### src/rtl/mem_bus_arbiter.sv
// ---------------------------------------------------------------------------
// mem_bus_arbiter
//
// Two-master, one-slave arbiter for the native memory bus. Master 0 is the
// CPU, master 1 a secondary requester (DMA / debug loader). Ownership is
// granted round-robin and held for one whole transaction; the bus always
// returns to IDLE between transactions. A watchdog ends slave accesses that
// never complete, answering the owner with ERR_DATA and raising a sticky
// error flag.
//
// Ports
//   clk, reset              system clock, asynchronous active-high reset
//   m0_* / m1_*             master request side (valid, addr, wdata, wstrb in;
//                           ready, rdata out). wstrb == 0 means read.
//   s_*                     slave side (valid, addr, wdata, wstrb out;
//                           ready, rdata in)
//   grant                   one-hot current owner, 00 when idle
//   timeout_err             sticky watchdog flag, cleared only by reset
//
// State  | meaning
// -------+-----------------------------------------------------------
// IDLE   | no owner; arbitrate between pending requests
// OWN0   | master 0 owns the slave bus, its request is forwarded
// OWN1   | master 1 owns the slave bus, its request is forwarded
// ---------------------------------------------------------------------------
module mem_bus_arbiter #(
    parameter int                ADDR_W   = 32,
    parameter int                DATA_W   = 32,
    parameter int                TIMEOUT  = 255,
    parameter logic [DATA_W-1:0] ERR_DATA = DATA_W'(32'hDEADBEEF)
) (
    input  logic                  clk,
    input  logic                  reset,

    input  logic                  m0_valid,
    input  logic [ADDR_W-1:0]     m0_addr,
    input  logic [DATA_W-1:0]     m0_wdata,
    input  logic [DATA_W/8-1:0]   m0_wstrb,
    output logic                  m0_ready,
    output logic [DATA_W-1:0]     m0_rdata,

    input  logic                  m1_valid,
    input  logic [ADDR_W-1:0]     m1_addr,
    input  logic [DATA_W-1:0]     m1_wdata,
    input  logic [DATA_W/8-1:0]   m1_wstrb,
    output logic                  m1_ready,
    output logic [DATA_W-1:0]     m1_rdata,

    output logic                  s_valid,
    output logic [ADDR_W-1:0]     s_addr,
    output logic [DATA_W-1:0]     s_wdata,
    output logic [DATA_W/8-1:0]   s_wstrb,
    input  logic                  s_ready,
    input  logic [DATA_W-1:0]     s_rdata,

    output logic [1:0]            grant,
    output logic                  timeout_err
);

    localparam int WDOG_W = (TIMEOUT > 1) ? $clog2(TIMEOUT) : 1;
    localparam logic [WDOG_W-1:0] WDOG_LAST = WDOG_W'((TIMEOUT > 0) ? TIMEOUT - 1 : 0);
    localparam bit WDOG_EN = (TIMEOUT != 0);

    typedef enum logic [1:0] {
        IDLE = 2'd0,
        OWN0 = 2'd1,
        OWN1 = 2'd2
    } state_t;

    state_t               state;
    state_t               state_nxt;
    logic                 last_owner;       // 1 = master 1 was served last
    logic                 last_owner_nxt;
    logic [WDOG_W-1:0]    wdog;
    logic [WDOG_W-1:0]    wdog_nxt;
    logic                 set_err;

    // Owner-selected request, valid only while a master owns the bus.
    logic                 sel;
    logic                 own_valid;
    logic [ADDR_W-1:0]    own_addr;
    logic [DATA_W-1:0]    own_wdata;
    logic [DATA_W/8-1:0]  own_wstrb;
    logic                 own_ready;
    logic [DATA_W-1:0]    own_rdata;
    logic                 expire;

    assign grant = {state == OWN1, state == OWN0};

    always_ff @(posedge clk or posedge reset) begin
        if (reset) begin
            state       <= IDLE;
            last_owner  <= 1'b1;
            wdog        <= '0;
            timeout_err <= 1'b0;
        end else begin
            state       <= state_nxt;
            last_owner  <= last_owner_nxt;
            wdog        <= wdog_nxt;
            timeout_err <= timeout_err | set_err;
        end
    end

    always_comb begin
        state_nxt      = state;
        last_owner_nxt = last_owner;
        wdog_nxt       = wdog;
        set_err        = 1'b0;
        expire         = 1'b0;
        own_ready      = 1'b0;
        own_rdata      = '0;

        s_valid  = 1'b0;
        s_addr   = '0;
        s_wdata  = '0;
        s_wstrb  = '0;
        m0_ready = 1'b0;
        m0_rdata = '0;
        m1_ready = 1'b0;
        m1_rdata = '0;

        sel       = (state == OWN1);
        own_valid = sel ? m1_valid : m0_valid;
        own_addr  = sel ? m1_addr  : m0_addr;
        own_wdata = sel ? m1_wdata : m0_wdata;
        own_wstrb = sel ? m1_wstrb : m0_wstrb;

        case (state)
            IDLE: begin
                wdog_nxt = '0;
                // On a tie, the master that was not served last wins.
                if (m0_valid && m1_valid) begin
                    state_nxt = last_owner ? OWN0 : OWN1;
                end else if (m0_valid) begin
                    state_nxt = OWN0;
                end else if (m1_valid) begin
                    state_nxt = OWN1;
                end
            end

            OWN0, OWN1: begin
                // Last cycle the access may wait: answer the owner ourselves
                // and withdraw the request from the slave.
                expire = WDOG_EN && own_valid && !s_ready && (wdog == WDOG_LAST);

                s_valid   = own_valid && !expire;
                s_addr    = own_addr;
                s_wdata   = own_wdata;
                s_wstrb   = own_wstrb;
                own_ready = s_ready || expire;
                own_rdata = expire ? ERR_DATA : s_rdata;

                if (expire) begin
                    state_nxt      = IDLE;
                    last_owner_nxt = sel;
                    wdog_nxt       = '0;
                    set_err        = 1'b1;
                end else if (!own_valid) begin
                    // Abandoned request: fairness history is left untouched.
                    state_nxt = IDLE;
                    wdog_nxt  = '0;
                end else if (s_ready) begin
                    state_nxt      = IDLE;
                    last_owner_nxt = sel;
                    wdog_nxt       = '0;
                end else if (WDOG_EN) begin
                    wdog_nxt = wdog + WDOG_W'(1);
                end

                if (sel) begin
                    m1_ready = own_ready;
                    m1_rdata = own_rdata;
                end else begin
                    m0_ready = own_ready;
                    m0_rdata = own_rdata;
                end
            end

            default: begin
                state_nxt = IDLE;
            end
        endcase
    end

endmodule

### config.mk
export PLATFORM = sky130hd
export DESIGN_NAME = mem_bus_arbiter
export DESIGN_NICKNAME = d
export VERILOG_FILES = /design/src/rtl/mem_bus_arbiter.sv
export SDC_FILE = /design/constraint.sdc
export NUM_CORES = 1
export LEC_CHECK = 0
export CAP_MARGIN = 10
export CORE_AREA = 2 2 121 123
export DETAILED_ROUTE_END_ITERATION = 10
export DIE_AREA = 0 0 123 125
export GPL_ROUTABILITY_DRIVEN = 0
export HOLD_SLACK_MARGIN = 0.08
export PLACE_DENSITY_LB_ADDON = 0.25
export SKIP_CTS_REPAIR_TIMING = 1
export SYNTH_ARGS = -nofsm -noshare
export SYNTH_HDL_FRONTEND = slang
export SYNTH_SLANG_ARGS = --single-unit
export TNS_END_PERCENT = 10
### constraint.sdc
create_clock -name clk -period 2.5 [get_ports clk]
set_clock_uncertainty 0.05 [all_clocks]
set_input_delay 0.25 -clock clk [delete_from_list [all_inputs] [get_ports clk]]
set_output_delay 0.25 -clock clk [all_outputs]
set_load 0.02 [all_outputs]
Word-level counts from Yosys, hierarchy flattened
Cells that the tools add are included.

storage, ports and cells
  bits in registers = 12
  input port bits = 173
  output and inout port bits = 138
  logic and storage cells = 59

operators by class
  add/subtract/negate cells = 1
  equality and inequality tests = 5
  multiplexer cells = 34
  bitwise logic cells = 1
  reduce and logical (&&, ||, !) cells = 14

operators with widths
  operator             count
  $mux 32              9
  $mux 8               3
  $pmux 8 s2           1
  $mux 2               7
  $mux 1               11
  $add 8x1->8 const B  1
  $eq 8x8->1 const B   1
  $mux 4               2
  $ne 4x4->1 const B   2
  $reduce_bool 2->1    3
  $logic_and 1x1->1    4
  $pmux 2 s2           1
  $reduce_and 3->1     1
  $eq 2x1->1 const B   1
  $eq 2x2->1 const B   1
  $logic_not 1->1      2
  $logic_not 2->1      1
  $reduce_and 2->1     1
  $reduce_or 2->1      1
  $logic_or 1x1->1     1
  $or 1x1->1           1

Logic depth before layout (Yosys ltp)
  depth after elaboration = 7
  gate-level depth with buffers = 8
  depth with buffers taken out = 6

Worst setup path before layout
Ideal clock, no wire load.

  path type = register to output
  start = register state[0]
  end = output port m1_rdata[24]
  arrival time = 1924 ps
  required time = 2200 ps
  path slack = 276 ps
  stages on the path, launching flop included = 8
  buffers on the path = 2
  cell sequence = dfrtp_1 -> inv_1 -> ha_1 -> buf_2 -> mux2i_1 -> or4_4 -> clkbuf_1 -> and3_1

between the ends
  longest elaborated chain between the ends = 7
  elaborated cells on any way between the ends = 9
  classes of those cells = eq/ne (2); mux (4); reduce/logical (3)

ends and longest elaborated chain
  what                            RTL line  source
  from (decl)                     70        state_t state;
  from (signal assigned)          97        state <= state_nxt;
  $eq 2x2->1 (*)                  122       sel = (state == OWN1);
  via sel                         79        logic sel;
  $mux 1                          123       own_valid = sel ? m1_valid : m0_valid;
  $logic_and 1x1->1 (2 in a row)  144       expire = WDOG_EN && own_valid && !s_ready && (wdog == WDOG_LAST);
  $mux 32                         151       own_rdata = expire ? ERR_DATA : s_rdata;
  $mux 32                         170       if (sel) begin
  $mux 32 (*)                     128       case (state)
  to (decl)                       47        output logic [DATA_W-1:0] m1_rdata,

The timed path passes the listed nets; every way through them passes the cells marked *.

Worst setup path after layout
  start = register state[1]
  end = output port m1_rdata[29]

between the ends
  longest elaborated chain between the ends = 7
  elaborated cells on any way between the ends = 9
  classes of those cells = eq/ne (2); mux (4); reduce/logical (3)

ends and longest elaborated chain
  what                            RTL line
  $eq 2x2->1                      122, 128
  $mux 1                          123
  $logic_and 1x1->1 (2 in a row)  144
  $mux 32                         151
  $mux 32                         170
  $mux 32 (*)                     128

Mark *: on every way between the ends. The rest lies on a longest branch, timed or not.

==> flow_summary.json <==
{
  "status": "complete, but fails checks",
  "violations": "negative setup slack",
  "synth_edf_count": 0,
  "finalCritPeriodShare_pct": 110.2,
  "combPwrFrac_pct": 91.1,
  "drive_gt1_share_pct": 6.613,
  "postPlaceCellArea_um2": 5887,
  "synthArstFlopShare_pct": 100.0,
  "critical_path_class": "flip-flop to output pin",
  "clock_power_share_pct": 5.1,
  "p_int_mw": 3.398,
  "post_drt_wl_per_cell_um": 16.57,
  "first_pass_iters": 4,
  "max_slew.worst_pin.slew_ps": 506.4,
  "final_cells": 804,
  "clk_latency_ps": 250,
  "ys.flop_type": "dfrtp_1",
  "required_ps": 2200,
  "worstPathArrival_ps": 2450,
  "port_buffers": 310,
  "n_antenna_cell": 0,
  "dp_cells": 796,
  "drt_iter0_markers": 70,
  "coreArea_um2": 14200,
  "die_area_um2": 15380,
  "syn-cell-area_um2": 2469,
  "synth.area.top_cells": "mux2i_1, nor2b_1, o21a_1",
  "min_period_ps": 2754,
  "p_sw_share_pct": 48.16,
  "synth-seq-cells": 12,
  "synth_common_cells": "mux2i_1, nor2b_1, o21a_1",
  "cts_root_buffer": "clkbuf_16",
  "ys_warn_count": 0,
  "fp.dieH_um": 125,
  "setup_violations": 9,
  "grt_pass1_vias": 3377,
  "cp-start-kind": "flip-flop",
  "area_growth_pct": 155.9,
  "drt.antenna.violating_nets": 0,
  "critPathMaxFanout": 16,
  "vdd_ir_drop_max_v": 0.0004618,
  "hold_viol": 0,
  "hp-class": "input pin to asynchronous set/reset pin",
  "place_ws_ps": -177.1,
  "setup_slack_ps": -254.1,
  "ff2ff_setup_slack_ps": 280,
  "cp-end-kind": "output pin",
  "overflow": 0,
  "clk_path_buf_depth": 2,
  "drv_cap": 0,
  "cts.sinks": 12,
  "leakagePower_nw": 4.197,
  "antenna_found_initial": 0,
  "avgSynthCellArea_um2": 7.862,
  "slew_violations": 0,
  "clock.fmax_ghz": 0.3631,
  "path_clk_slew_ps": 50,
  "slew_headroom_pct": 66.17,
  "start_util_pct": 17.38,
  "fin_nets": 800,
  "power.total_mw": 6.554,
  "via_per_inst": 4.443,
  "grt_max_degree": 52,
  "ys_types": 40,
  "row_count": 44,
  "drt-total-wl_um": 13320,
  "cts_tree": "yes",
  "route.detailed.drc": 0,
  "rsz0062_at_grt": "yes",
  "place_hpwl_um": 10390,
  "die_w_um": 123,
  "vias": 3572,
  "syn_inst": 314,
  "synth_area_leader_cell": "mux2i_1",
  "grt_pass1_wl_um": 17950,
  "fin_area_um2": 6317,
  "ys_seq_area_share_pct": 12.21,
  "grt_usage_pct": 14.77,
  "synth.top_cell.area_share_pct": 28.38,
  "p_per_area_nw_per_um2": 1037,
  "p_seq_share_pct": 3.8,
  "numCtsBuffers": 3,
  "syn_nets": 493,
  "p_switching_mw": 3.156,
  "pin_count": 311,
  "cts_max_level": 1,
  "setup-tns-final_ps": -1077
}
[sequential cells by signal, indices dropped and copies added, names as in the netlist]
signal	flops
last_owner	1
state	2
wdog	8
timeout_err	1
[stage by stage]
stage	hold WS, ps	utilization [%]
after CTS	304.3	42.07
final	280.5	44.48
after floorplan	63.98	-
after global routing	364.6	44.48
after detailed placement	401.5	41.45
after global placement	397.3	41.45
[power by group through the flow]
stage,Combinational (mW),Clock [mW],Sequential [mW]
2_1_floorplan,3.32,0,0.252
3_3_place_gp,6.19,0,0.249
3_5_place_dp,6.20,0,0.249
4_1_cts,6.23,0.340,0.247
5_1_grt,6.35,0.350,0.254
6_report,5.97,0.332,0.248
[cell type report]
class | count | area (um^2)
Timing Repair Buffer | 334 | 3638
Fill cell | 1379 | 7886
Tap cell | 184 | 230.2
Clock buffer | 4 | 88.84
Multi-Input combinational cell | 263 | 2032
Sequential cell | 12 | 301.5
Inverter | 7 | 26.28
[final timing paths]
path | from | end | depth (start not counted)
max | state[1] | m1_rdata[29] | 5
min | reset | wdog[5] | 2
max reg2reg | state[1] | state[1] | 7
min reg2reg | timeout_err | timeout_err | 1
max in group asynchronous | reset | last_owner | 2
min in group clk | timeout_err | timeout_err | 1
[critical path, stage by stage (launching register included)]
cell and delay [ps]:
dfrtp_1 400, ha_4 180, mux2i_2 190, or4_4 650
and3_1 230, clkdlybuf4s50_1 540
[cells by family (layout without fill, tap and decap cells)]
group / count (synthesis) / count (layout) / share of synthesized area, %
flops: 12 / 12 / 12.21
compound gates: 68 / 68 / 20.17
mux: 70 / 70 / 28.38
xor+xnor: 3 / 3 / 1.065
simple gates: 116 / 116 / 28.43
fa+ha+maj: 6 / 6 / 3.041
buf+inv: 39 / 345 / 6.690
[layer usage]
layer  track usage (%)  wire, um  share of wire, %  up-vias
li1                  -         -                 -     1709
met1             14.98      4626                35     1631
met2             29.05      7049                53      216
met3             4.106      1395                10       16
met4             3.476       248               1.9        0
met5                 0         0                 0        -
[cells in the final DEF (no fill, tap or decap), types with 2 or more instances in the layout]
| cell | instances |
|---|---|
| o21ai_0 | 3 |
| o21a_1 | 50 |
| nand3_1 | 4 |
| buf_4 | 17 |
| clkbuf_2 | 5 |
| nor2b_1 | 69 |
| inv_1 | 7 |
| xnor2_1 | 2 |
| nand2_1 | 9 |
| ha_1 | 4 |
| o211ai_1 | 2 |
| buf_6 | 2 |
| mux2i_1 | 69 |
| nor3_1 | 3 |
| a21oi_1 | 3 |
| and3_1 | 16 |
| nor2_1 | 5 |
| clkbuf_16 | 4 |
| dfrtp_1 | 11 |
| dlymetal6s2s_1 | 119 |
| clkdlybuf4s50_1 | 185 |
| buf_12 | 2 |
| buf_8 | 2 |
Note: power is estimated with default switching activity, not from simulation.
